--- src/rtl/endec_scheduler_pkg.sv ---
`default_nettype none
// ============================================================================
// Module   : endec_scheduler_pkg
// Brief    : Shared types and constants for the encoder/decoder job scheduler:
//            FSM state enum, core mode encoding, configuration widths and
//            default parameter values.
// Revision : 1.0 - initial release
// ============================================================================
package endec_scheduler_pkg;

  // Core configuration geometry; port widths are derived from these.
  localparam int MAX_CODE_RATE         = 2;
  localparam int MAX_CONSTRAINT_LENGTH = 4;
  localparam int CODE_RATE_W           = $clog2(MAX_CODE_RATE);
  localparam int CONSTR_LEN_W          = $clog2(MAX_CONSTRAINT_LENGTH);
  localparam int GEN_POLY_W            = MAX_CODE_RATE * MAX_CONSTRAINT_LENGTH;

  // Default parameter values for the scheduler top.
  localparam int TIMEOUT_CYC_DEF = 1023;
  localparam int LEN_W_DEF       = 8;

  typedef enum logic [2:0] {
    ST_IDLE  = 3'd0,
    ST_LOAD  = 3'd1,
    ST_RUN   = 3'd2,
    ST_FLUSH = 3'd3,
    ST_ACK   = 3'd4
  } sched_state_e;

  // Value driven on the core's mode select.
  typedef enum logic {
    MODE_ENC = 1'b0,
    MODE_DEC = 1'b1
  } mode_e;

  // Bits needed to hold a counter that may reach max_val.
  function automatic int cnt_width(input int max_val);
    int w;
    w = $clog2(max_val + 1);
    return (w < 1) ? 1 : w;
  endfunction

endpackage
`default_nettype wire

--- src/rtl/endec_scheduler_if.sv ---
`default_nettype none
// ============================================================================
// Module   : endec_scheduler_if
// Brief    : Job request, configuration and core-control bundle between the
//            requesters/core (master) and the scheduler (slave).
// Revision : 1.0 - initial release
// ============================================================================
interface endec_scheduler_if
  import endec_scheduler_pkg::*;
#(
  parameter int LEN_W = LEN_W_DEF
) ();

  // Requests and job configuration
  logic                    i_enc_req;
  logic [LEN_W-1:0]        i_enc_len;
  logic                    i_dec_req;
  logic [CODE_RATE_W-1:0]  i_code_rate;
  logic [CONSTR_LEN_W-1:0] i_constr_len;
  logic [GEN_POLY_W-1:0]   i_gen_poly;

  // Completion pulses from the core
  logic                    i_encoder_done;
  logic                    i_decoder_done;

  // Core control and latched configuration
  logic                    o_en;
  logic                    o_mode_sel;
  logic [CODE_RATE_W-1:0]  o_code_rate;
  logic [CONSTR_LEN_W-1:0] o_constr_len;
  logic [GEN_POLY_W-1:0]   o_gen_poly;

  // Job status
  logic                    o_enc_ack;
  logic                    o_dec_ack;
  logic                    o_busy;
  logic                    o_err_timeout;

  modport slave (
    input  i_enc_req, i_enc_len, i_dec_req, i_code_rate, i_constr_len,
           i_gen_poly, i_encoder_done, i_decoder_done,
    output o_en, o_mode_sel, o_code_rate, o_constr_len, o_gen_poly,
           o_enc_ack, o_dec_ack, o_busy, o_err_timeout
  );

  modport master (
    output i_enc_req, i_enc_len, i_dec_req, i_code_rate, i_constr_len,
           i_gen_poly, i_encoder_done, i_decoder_done,
    input  o_en, o_mode_sel, o_code_rate, o_constr_len, o_gen_poly,
           o_enc_ack, o_dec_ack, o_busy, o_err_timeout
  );

endinterface
`default_nettype wire

--- src/rtl/endec_rr_arbiter.sv ---
`default_nettype none
// ============================================================================
// Module   : endec_rr_arbiter
// Brief    : Two-way round-robin arbiter between encode and decode requests.
//            A lone request always wins; with both pending the side not
//            granted last time wins. Encoder has priority out of reset.
// Revision : 1.0 - initial release
// ============================================================================
module endec_rr_arbiter (
  input  wire logic clk,
  input  wire logic rst,
  input  wire logic i_req_enc,
  input  wire logic i_req_dec,
  input  wire logic i_grant_en,
  output logic      o_gnt_enc,
  output logic      o_gnt_dec
);

  // Set when the decoder should win the next tie.
  logic r_prio_dec;

  // Combinational winner selection from the current requests and pointer.
  always_comb begin
    o_gnt_dec = i_req_dec & (~i_req_enc | r_prio_dec);
    o_gnt_enc = i_req_enc & ~o_gnt_dec;
  end

  // Pointer moves to the side that did not just win, only when a grant is taken.
  always_ff @(posedge clk or posedge rst) begin
    if (rst) begin
      r_prio_dec <= 1'b0;
    end else if (i_grant_en) begin
      r_prio_dec <= o_gnt_enc;
    end
  end

endmodule
`default_nettype wire

--- src/rtl/endec_scheduler.sv ---
`default_nettype none
// ============================================================================
// Module   : endec_scheduler
// Brief    : Arbitrates encode/decode jobs onto a shared convolutional
//            encoder/decoder core: latches job configuration, enables the
//            core, tracks completion or timeout and pulses the job ack.
// Revision : 1.0 - initial release
// ============================================================================
module endec_scheduler
  import endec_scheduler_pkg::*;
#(
  parameter int TIMEOUT_CYC = TIMEOUT_CYC_DEF,
  parameter int LEN_W       = LEN_W_DEF
) (
  input wire logic         sys_clk,
  input wire logic         rst,
  endec_scheduler_if.slave bus
);

  localparam int                   RUN_CNT_W  = cnt_width(TIMEOUT_CYC);
  localparam logic [RUN_CNT_W-1:0] C_RUN_LAST = RUN_CNT_W'(TIMEOUT_CYC - 1);

  sched_state_e            r_state;
  sched_state_e            w_next_state;

  logic                    r_win_dec;
  mode_e                   r_mode;
  logic [LEN_W-1:0]        r_len;
  logic [LEN_W-1:0]        r_enc_cnt;
  logic [RUN_CNT_W-1:0]    r_run_cnt;
  logic                    r_err_timeout;
  logic [CODE_RATE_W-1:0]  r_code_rate;
  logic [CONSTR_LEN_W-1:0] r_constr_len;
  logic [GEN_POLY_W-1:0]   r_gen_poly;

  logic                    w_gnt_enc;
  logic                    w_gnt_dec;
  logic                    w_grant;
  logic                    w_enc_exit;
  logic                    w_dec_exit;
  logic                    w_job_exit;
  logic                    w_timeout;

  endec_rr_arbiter u_arb (
    .clk        (sys_clk),
    .rst        (rst),
    .i_req_enc  (bus.i_enc_req),
    .i_req_dec  (bus.i_dec_req),
    .i_grant_en (w_grant),
    .o_gnt_enc  (w_gnt_enc),
    .o_gnt_dec  (w_gnt_dec)
  );

  // Job exit and timeout detection; done pulses only matter while running.
  always_comb begin
    w_grant    = (r_state == ST_IDLE) && (w_gnt_enc || w_gnt_dec);
    w_enc_exit = (r_state == ST_RUN) && (r_mode == MODE_ENC) && bus.i_encoder_done
                 && ((r_enc_cnt + LEN_W'(1)) == r_len);
    w_dec_exit = (r_state == ST_RUN) && (r_mode == MODE_DEC) && bus.i_decoder_done;
    w_job_exit = w_enc_exit || w_dec_exit;
    w_timeout  = (r_state == ST_RUN) && !w_job_exit && (r_run_cnt == C_RUN_LAST);
  end

  // State register.
  always_ff @(posedge sys_clk or posedge rst) begin
    if (rst) begin
      r_state <= ST_IDLE;
    end else begin
      r_state <= w_next_state;
    end
  end

  // Next-state and state-decoded core/status outputs.
  always_comb begin
    w_next_state  = r_state;
    bus.o_en      = 1'b0;
    bus.o_busy    = 1'b1;
    bus.o_enc_ack = 1'b0;
    bus.o_dec_ack = 1'b0;
    unique case (r_state)
      ST_IDLE: begin
        bus.o_busy = 1'b0;
        if (w_grant) w_next_state = ST_LOAD;
      end
      ST_LOAD: begin
        w_next_state = ST_RUN;
      end
      ST_RUN: begin
        bus.o_en = 1'b1;
        if (w_job_exit || w_timeout) w_next_state = ST_FLUSH;
      end
      ST_FLUSH: begin
        w_next_state = ST_ACK;
      end
      ST_ACK: begin
        bus.o_enc_ack = (r_mode == MODE_ENC);
        bus.o_dec_ack = (r_mode == MODE_DEC);
        w_next_state  = ST_IDLE;
      end
      default: begin
        w_next_state = ST_IDLE;
      end
    endcase
  end

  // Job datapath: winner capture, configuration latch, job counters, error flag.
  always_ff @(posedge sys_clk or posedge rst) begin
    if (rst) begin
      r_win_dec     <= 1'b0;
      r_mode        <= MODE_ENC;
      r_len         <= '0;
      r_enc_cnt     <= '0;
      r_run_cnt     <= '0;
      r_err_timeout <= 1'b0;
      r_code_rate   <= '0;
      r_constr_len  <= '0;
      r_gen_poly    <= '0;
    end else begin
      unique case (r_state)
        ST_IDLE: begin
          if (w_grant) r_win_dec <= w_gnt_dec;
        end
        ST_LOAD: begin
          r_mode        <= r_win_dec ? MODE_DEC : MODE_ENC;
          r_len         <= bus.i_enc_len;
          r_code_rate   <= bus.i_code_rate;
          r_constr_len  <= bus.i_constr_len;
          r_gen_poly    <= bus.i_gen_poly;
          r_enc_cnt     <= '0;
          r_run_cnt     <= '0;
          r_err_timeout <= 1'b0;
        end
        ST_RUN: begin
          r_run_cnt <= r_run_cnt + RUN_CNT_W'(1);
          if ((r_mode == MODE_ENC) && bus.i_encoder_done) begin
            r_enc_cnt <= r_enc_cnt + LEN_W'(1);
          end
          if (w_timeout) r_err_timeout <= 1'b1;
        end
        default: begin
        end
      endcase
    end
  end

  assign bus.o_mode_sel    = r_mode;
  assign bus.o_code_rate   = r_code_rate;
  assign bus.o_constr_len  = r_constr_len;
  assign bus.o_gen_poly    = r_gen_poly;
  assign bus.o_err_timeout = r_err_timeout;

endmodule
`default_nettype wire

--- src/flat_wrapper.sv ---
// flat-port wrapper written by rule: the top's interface ports become plain ports
module endec_scheduler_flat import endec_scheduler_pkg::*;
#(
  parameter int TIMEOUT_CYC = TIMEOUT_CYC_DEF,
  parameter int LEN_W       = LEN_W_DEF
)
  (sys_clk, rst, bus_i_enc_req, bus_i_enc_len, bus_i_dec_req, bus_i_code_rate, bus_i_constr_len, bus_i_gen_poly, bus_i_encoder_done, bus_i_decoder_done, bus_o_en, bus_o_mode_sel, bus_o_code_rate, bus_o_constr_len, bus_o_gen_poly, bus_o_enc_ack, bus_o_dec_ack, bus_o_busy, bus_o_err_timeout);
  endec_scheduler_if #(.LEN_W(LEN_W)) bus_i ();
  input wire logic sys_clk;
  input wire logic rst;
  input wire logic [$bits(bus_i.i_enc_req)-1:0] bus_i_enc_req;
  input wire logic [$bits(bus_i.i_enc_len)-1:0] bus_i_enc_len;
  input wire logic [$bits(bus_i.i_dec_req)-1:0] bus_i_dec_req;
  input wire logic [$bits(bus_i.i_code_rate)-1:0] bus_i_code_rate;
  input wire logic [$bits(bus_i.i_constr_len)-1:0] bus_i_constr_len;
  input wire logic [$bits(bus_i.i_gen_poly)-1:0] bus_i_gen_poly;
  input wire logic [$bits(bus_i.i_encoder_done)-1:0] bus_i_encoder_done;
  input wire logic [$bits(bus_i.i_decoder_done)-1:0] bus_i_decoder_done;
  output wire logic [$bits(bus_i.o_en)-1:0] bus_o_en;
  output wire logic [$bits(bus_i.o_mode_sel)-1:0] bus_o_mode_sel;
  output wire logic [$bits(bus_i.o_code_rate)-1:0] bus_o_code_rate;
  output wire logic [$bits(bus_i.o_constr_len)-1:0] bus_o_constr_len;
  output wire logic [$bits(bus_i.o_gen_poly)-1:0] bus_o_gen_poly;
  output wire logic [$bits(bus_i.o_enc_ack)-1:0] bus_o_enc_ack;
  output wire logic [$bits(bus_i.o_dec_ack)-1:0] bus_o_dec_ack;
  output wire logic [$bits(bus_i.o_busy)-1:0] bus_o_busy;
  output wire logic [$bits(bus_i.o_err_timeout)-1:0] bus_o_err_timeout;
  assign bus_i.i_enc_req = bus_i_enc_req;
  assign bus_i.i_enc_len = bus_i_enc_len;
  assign bus_i.i_dec_req = bus_i_dec_req;
  assign bus_i.i_code_rate = bus_i_code_rate;
  assign bus_i.i_constr_len = bus_i_constr_len;
  assign bus_i.i_gen_poly = bus_i_gen_poly;
  assign bus_i.i_encoder_done = bus_i_encoder_done;
  assign bus_i.i_decoder_done = bus_i_decoder_done;
  assign bus_o_en = bus_i.o_en;
  assign bus_o_mode_sel = bus_i.o_mode_sel;
  assign bus_o_code_rate = bus_i.o_code_rate;
  assign bus_o_constr_len = bus_i.o_constr_len;
  assign bus_o_gen_poly = bus_i.o_gen_poly;
  assign bus_o_enc_ack = bus_i.o_enc_ack;
  assign bus_o_dec_ack = bus_i.o_dec_ack;
  assign bus_o_busy = bus_i.o_busy;
  assign bus_o_err_timeout = bus_i.o_err_timeout;
  endec_scheduler #(.TIMEOUT_CYC(TIMEOUT_CYC), .LEN_W(LEN_W)) u_core (.sys_clk(sys_clk), .rst(rst), .bus(bus_i));
endmodule
--- config.mk ---
export PLATFORM = sky130hd
export DESIGN_NAME = endec_scheduler_flat
export DESIGN_NICKNAME = d
export VERILOG_FILES = /design/src/rtl/endec_scheduler_pkg.sv /design/src/rtl/endec_scheduler_if.sv /design/src/rtl/endec_rr_arbiter.sv /design/src/rtl/endec_scheduler.sv /design/src/flat_wrapper.sv
export SDC_FILE = /design/constraint.sdc
export NUM_CORES = 1
export LEC_CHECK = 0
export CORE_MARGIN = 2
export CORE_UTILIZATION = 42
export DETAILED_ROUTE_END_ITERATION = 10
export HOLD_SLACK_MARGIN = 0.06
export PLACE_DENSITY = 0.7
export SYNTH_ARGS = -nofsm -noshare
export SYNTH_HDL_FRONTEND = slang
export SYNTH_SLANG_ARGS = --single-unit
--- constraint.sdc ---
create_clock -name sys_clk -period 2.4 [get_ports sys_clk]
set_input_delay 0.48 -clock sys_clk [delete_from_list [all_inputs] [get_ports sys_clk]]
set_output_delay 0.48 -clock sys_clk [all_outputs]
set_load 0.02 [all_outputs]
==> reports/summary.txt <==
WHS Path Cells: 2
Fin Clk Skew: 0.00505 ns
critical path cell sequence: nor4b_1 -> clkdlybuf4s50_1
Synth area leader: dfrtp_1
Worst EP arrival: 1.73 ns
row cnt: 26
Initial Util: 43.2%
FF+latch count, synth: 44
Hold Violations, Final: 0
synthesized cell area: 2190 sq um
Critical Path RT: 1.92 ns
Worst-Margin Slew: 0.739 ns
commonest cells after routing, fill and taps aside: nand2_1, dfrtp_1, clkdlybuf4s50_1, o21ai_0, nor2_1
Max transition margin: 50.4%
Cell variety after synth: 41
wire length per cell: 13.2 um
Period minus WS final: 2.21 ns
WP depth: 2
CP endpoint kind: output port
Routed Wire Length: 4.82 mm
slowest cell on the critical path: clkdlybuf4s50_1
hpwl dp: 3.36 mm
pin count of the biggest net entering global routing: 27
H-tree depth: 2
Avg Inst Size Synth: 8.81 sq um
Yosys Warn Count: 0
DIE WIDTH: 76.3 um
CTS clk-pin slew, worst paths: 0.08 ns
Synth area leaders: dfrtp_1, nand2_1, o21ai_0, a31oi_1, nor2_1
Pwr Density: 1120 nW/um^2
max-cap check violation count: 0
grt ovf: 0
critical path type: reg -> out
CTS tree: done
syn_nets: 277
post-synthesis cell count: 249
ant diodes: 0
initial antenna violation count: 0
router iterations before antenna repair: 4
RSZ-0062 raised after global routing: false
Final nets: 321
final max-slew violation count: 0
routed vias: 1,871
drt initial violations: 112
fraction of the yosys area taken by sequential cells: 50.2%
CP peak stage delay: 0.66 ns
routed vias/inst: 5.14
crit-path max FO: 7
share of layout cells above drive strength 1: 6.80%
die area: 5820 sq um
number of global-route vias before repair: 1,784
Worst VDD drop: 560 uV
Placer Congestion: 0.830
CP startpoint kind: flop
largest delay contributor family on the critical path: buffers and inverters
CTS Buf Count: 5
fill count: 474
commonest non-fill, non-tap cell in the layout: nand2_1
Final ANT Viol Nets: 0
Clock Sinks: 44
setup TNS: 0 ns
period utilization: 92.1%
Worst Reg-to-Reg Cells: 6
CTS Buffer Depth: 2
hold_ws: 0.480 ns
core area: 5070 sq um
status: complete, no violations
Worst-Skew Late Latency: 0.29 ns
area grow syn2layout: 28.2%
Root Driver: clkbuf_8
drt drc: 0
Synth top area share: 50.2%
first-pass GRT wire length: 8.29 mm
Setup violations, final: 0
Die Y: 76.3 um
Fmax: 452 MHz
GRT Total Usage: 17.6%
IO Pins: 42
HP Class: reg -> reg
IO Port Bufs: 41
buffer and inverter count on the worst path: 1
P_leak: 1.28 nW
cell families after synthesis:
group	count (synthesis)	share of synthesized area (%)
flip-flops	44	50.2
XOR/XNOR	9	3.59
adder cells (fa/ha/maj)	3	1.71
buffers and inverters	17	3.31
AO/OA/AOI/OAI	50	13.5
multiplexers	2	0.912
AND/OR/NAND/NOR	124	26.9
registers in the layout, summed over array words and instances (netlist names):
signal	cells
u_core.bus.o_gen_poly	8
u_core.bus.o_constr_len	2
u_core.r_win_dec	1
u_core.r_enc_cnt	8
u_core.u_arb.r_prio_dec	1
u_core.bus.o_err_timeout	1
u_core.r_state	3
u_core.bus.o_code_rate	1
u_core.r_run_cnt	10
u_core.r_len	8
u_core.bus.o_mode_sel	1
metal layers:
layer	up-vias	wire length, um	GRT usage [%]
met3	5	179	4.27
met2	50	2270	29.3
met5	-	0	0
met4	0	73	5.82
li1	945	-	-
met1	871	2300	22.7
worst paths after layout:
path,endpoint,startpoint,slack [ns]
max in group asynchronous,u_core.r_win_dec,rst,1.35
worst max-delay path,bus_o_enc_ack,u_core.bus.o_mode_sel,0.19
worst min register to register,u_core.bus.o_gen_poly[1],u_core.bus.o_gen_poly[1],0.48
min in group asynchronous,u_core.bus.o_gen_poly[1],rst,0.52
worst min-delay path,u_core.bus.o_gen_poly[1],u_core.bus.o_gen_poly[1],0.48
worst max register to register,u_core.bus.o_err_timeout,u_core.r_state[2],0.34
cells in the mapped netlist (all sizes together):
cell and number:
or3b 1, nand3 4, o311ai 1, o31ai 3, a21o 1, o22ai 1, and3b 2, nand3b 2
inv 7, or3 1, nor4b 3, o41ai 2, and4bb 1, and4 2, o21ai 23, mux2i 2
nand2 80, nor2 12, buf 2, and2 5, a221oi 1, a31oi 9, a22oi 1, dfrtp 44
nor3b 1, ha 3, a211oi 2, xnor2 4, nor3 3, a21oi 6, xor2 5, nor4 3
nand4 3, clkbuf 8, nor2b 1
stage by stage:
step	std cells	instance area, sq um	setup WS (ns)	total power [W]	util, %
2_1_floorplan	249	2190	0.625	0.00207	-
3_3_place_gp	356	2700	0.363	0.00258	53.3
3_5_place_dp	356	2700	0.334	0.00261	53.3
4_1_cts	364	2810	0.00403	0.00317	55.4
5_1_grt	364	2810	0.0666	0.00340	55.4
6_report	364	2810	0.189	0.00316	55.4
where the power goes:
| group | switching, W | internal (W) |
|---|---|---|
| sequential | 0.000233 | 0.000988 |
| clock | 0.000250 | 0.000309 |
| combinational | 0.000782 | 0.000592 |
timing repair:
item,in CTS,in global routing
endpoints found under the setup margin,0,1
gates resized for setup,0,1
hold buffers,0,0
buffers inserted,0,0
worst min-delay path, cell delays in order, from the launching register on:
cell and delay [ns]:
dfrtp_1 0.35, nand2_1 0.05, nand2_1 0.05
layout make-up:
| cell class | instances | area [sq um] | area share [%] |
|---|---|---|---|
| Clock buffer | 6 | 72.6 | 2.58 |
| Clock inverter | 2 | 35.0 | 1.24 |
| Inverter | 7 | 26.3 | 0.934 |
| Multi-Input combinational cell | 188 | 1020 | 36.3 |
| Sequential cell | 44 | 1100 | 39.1 |
| Tap cell | 70 | 87.6 | 3.11 |
| Timing Repair Buffer | 47 | 470 | 16.7 |
(Power assumes the default switching activity.)
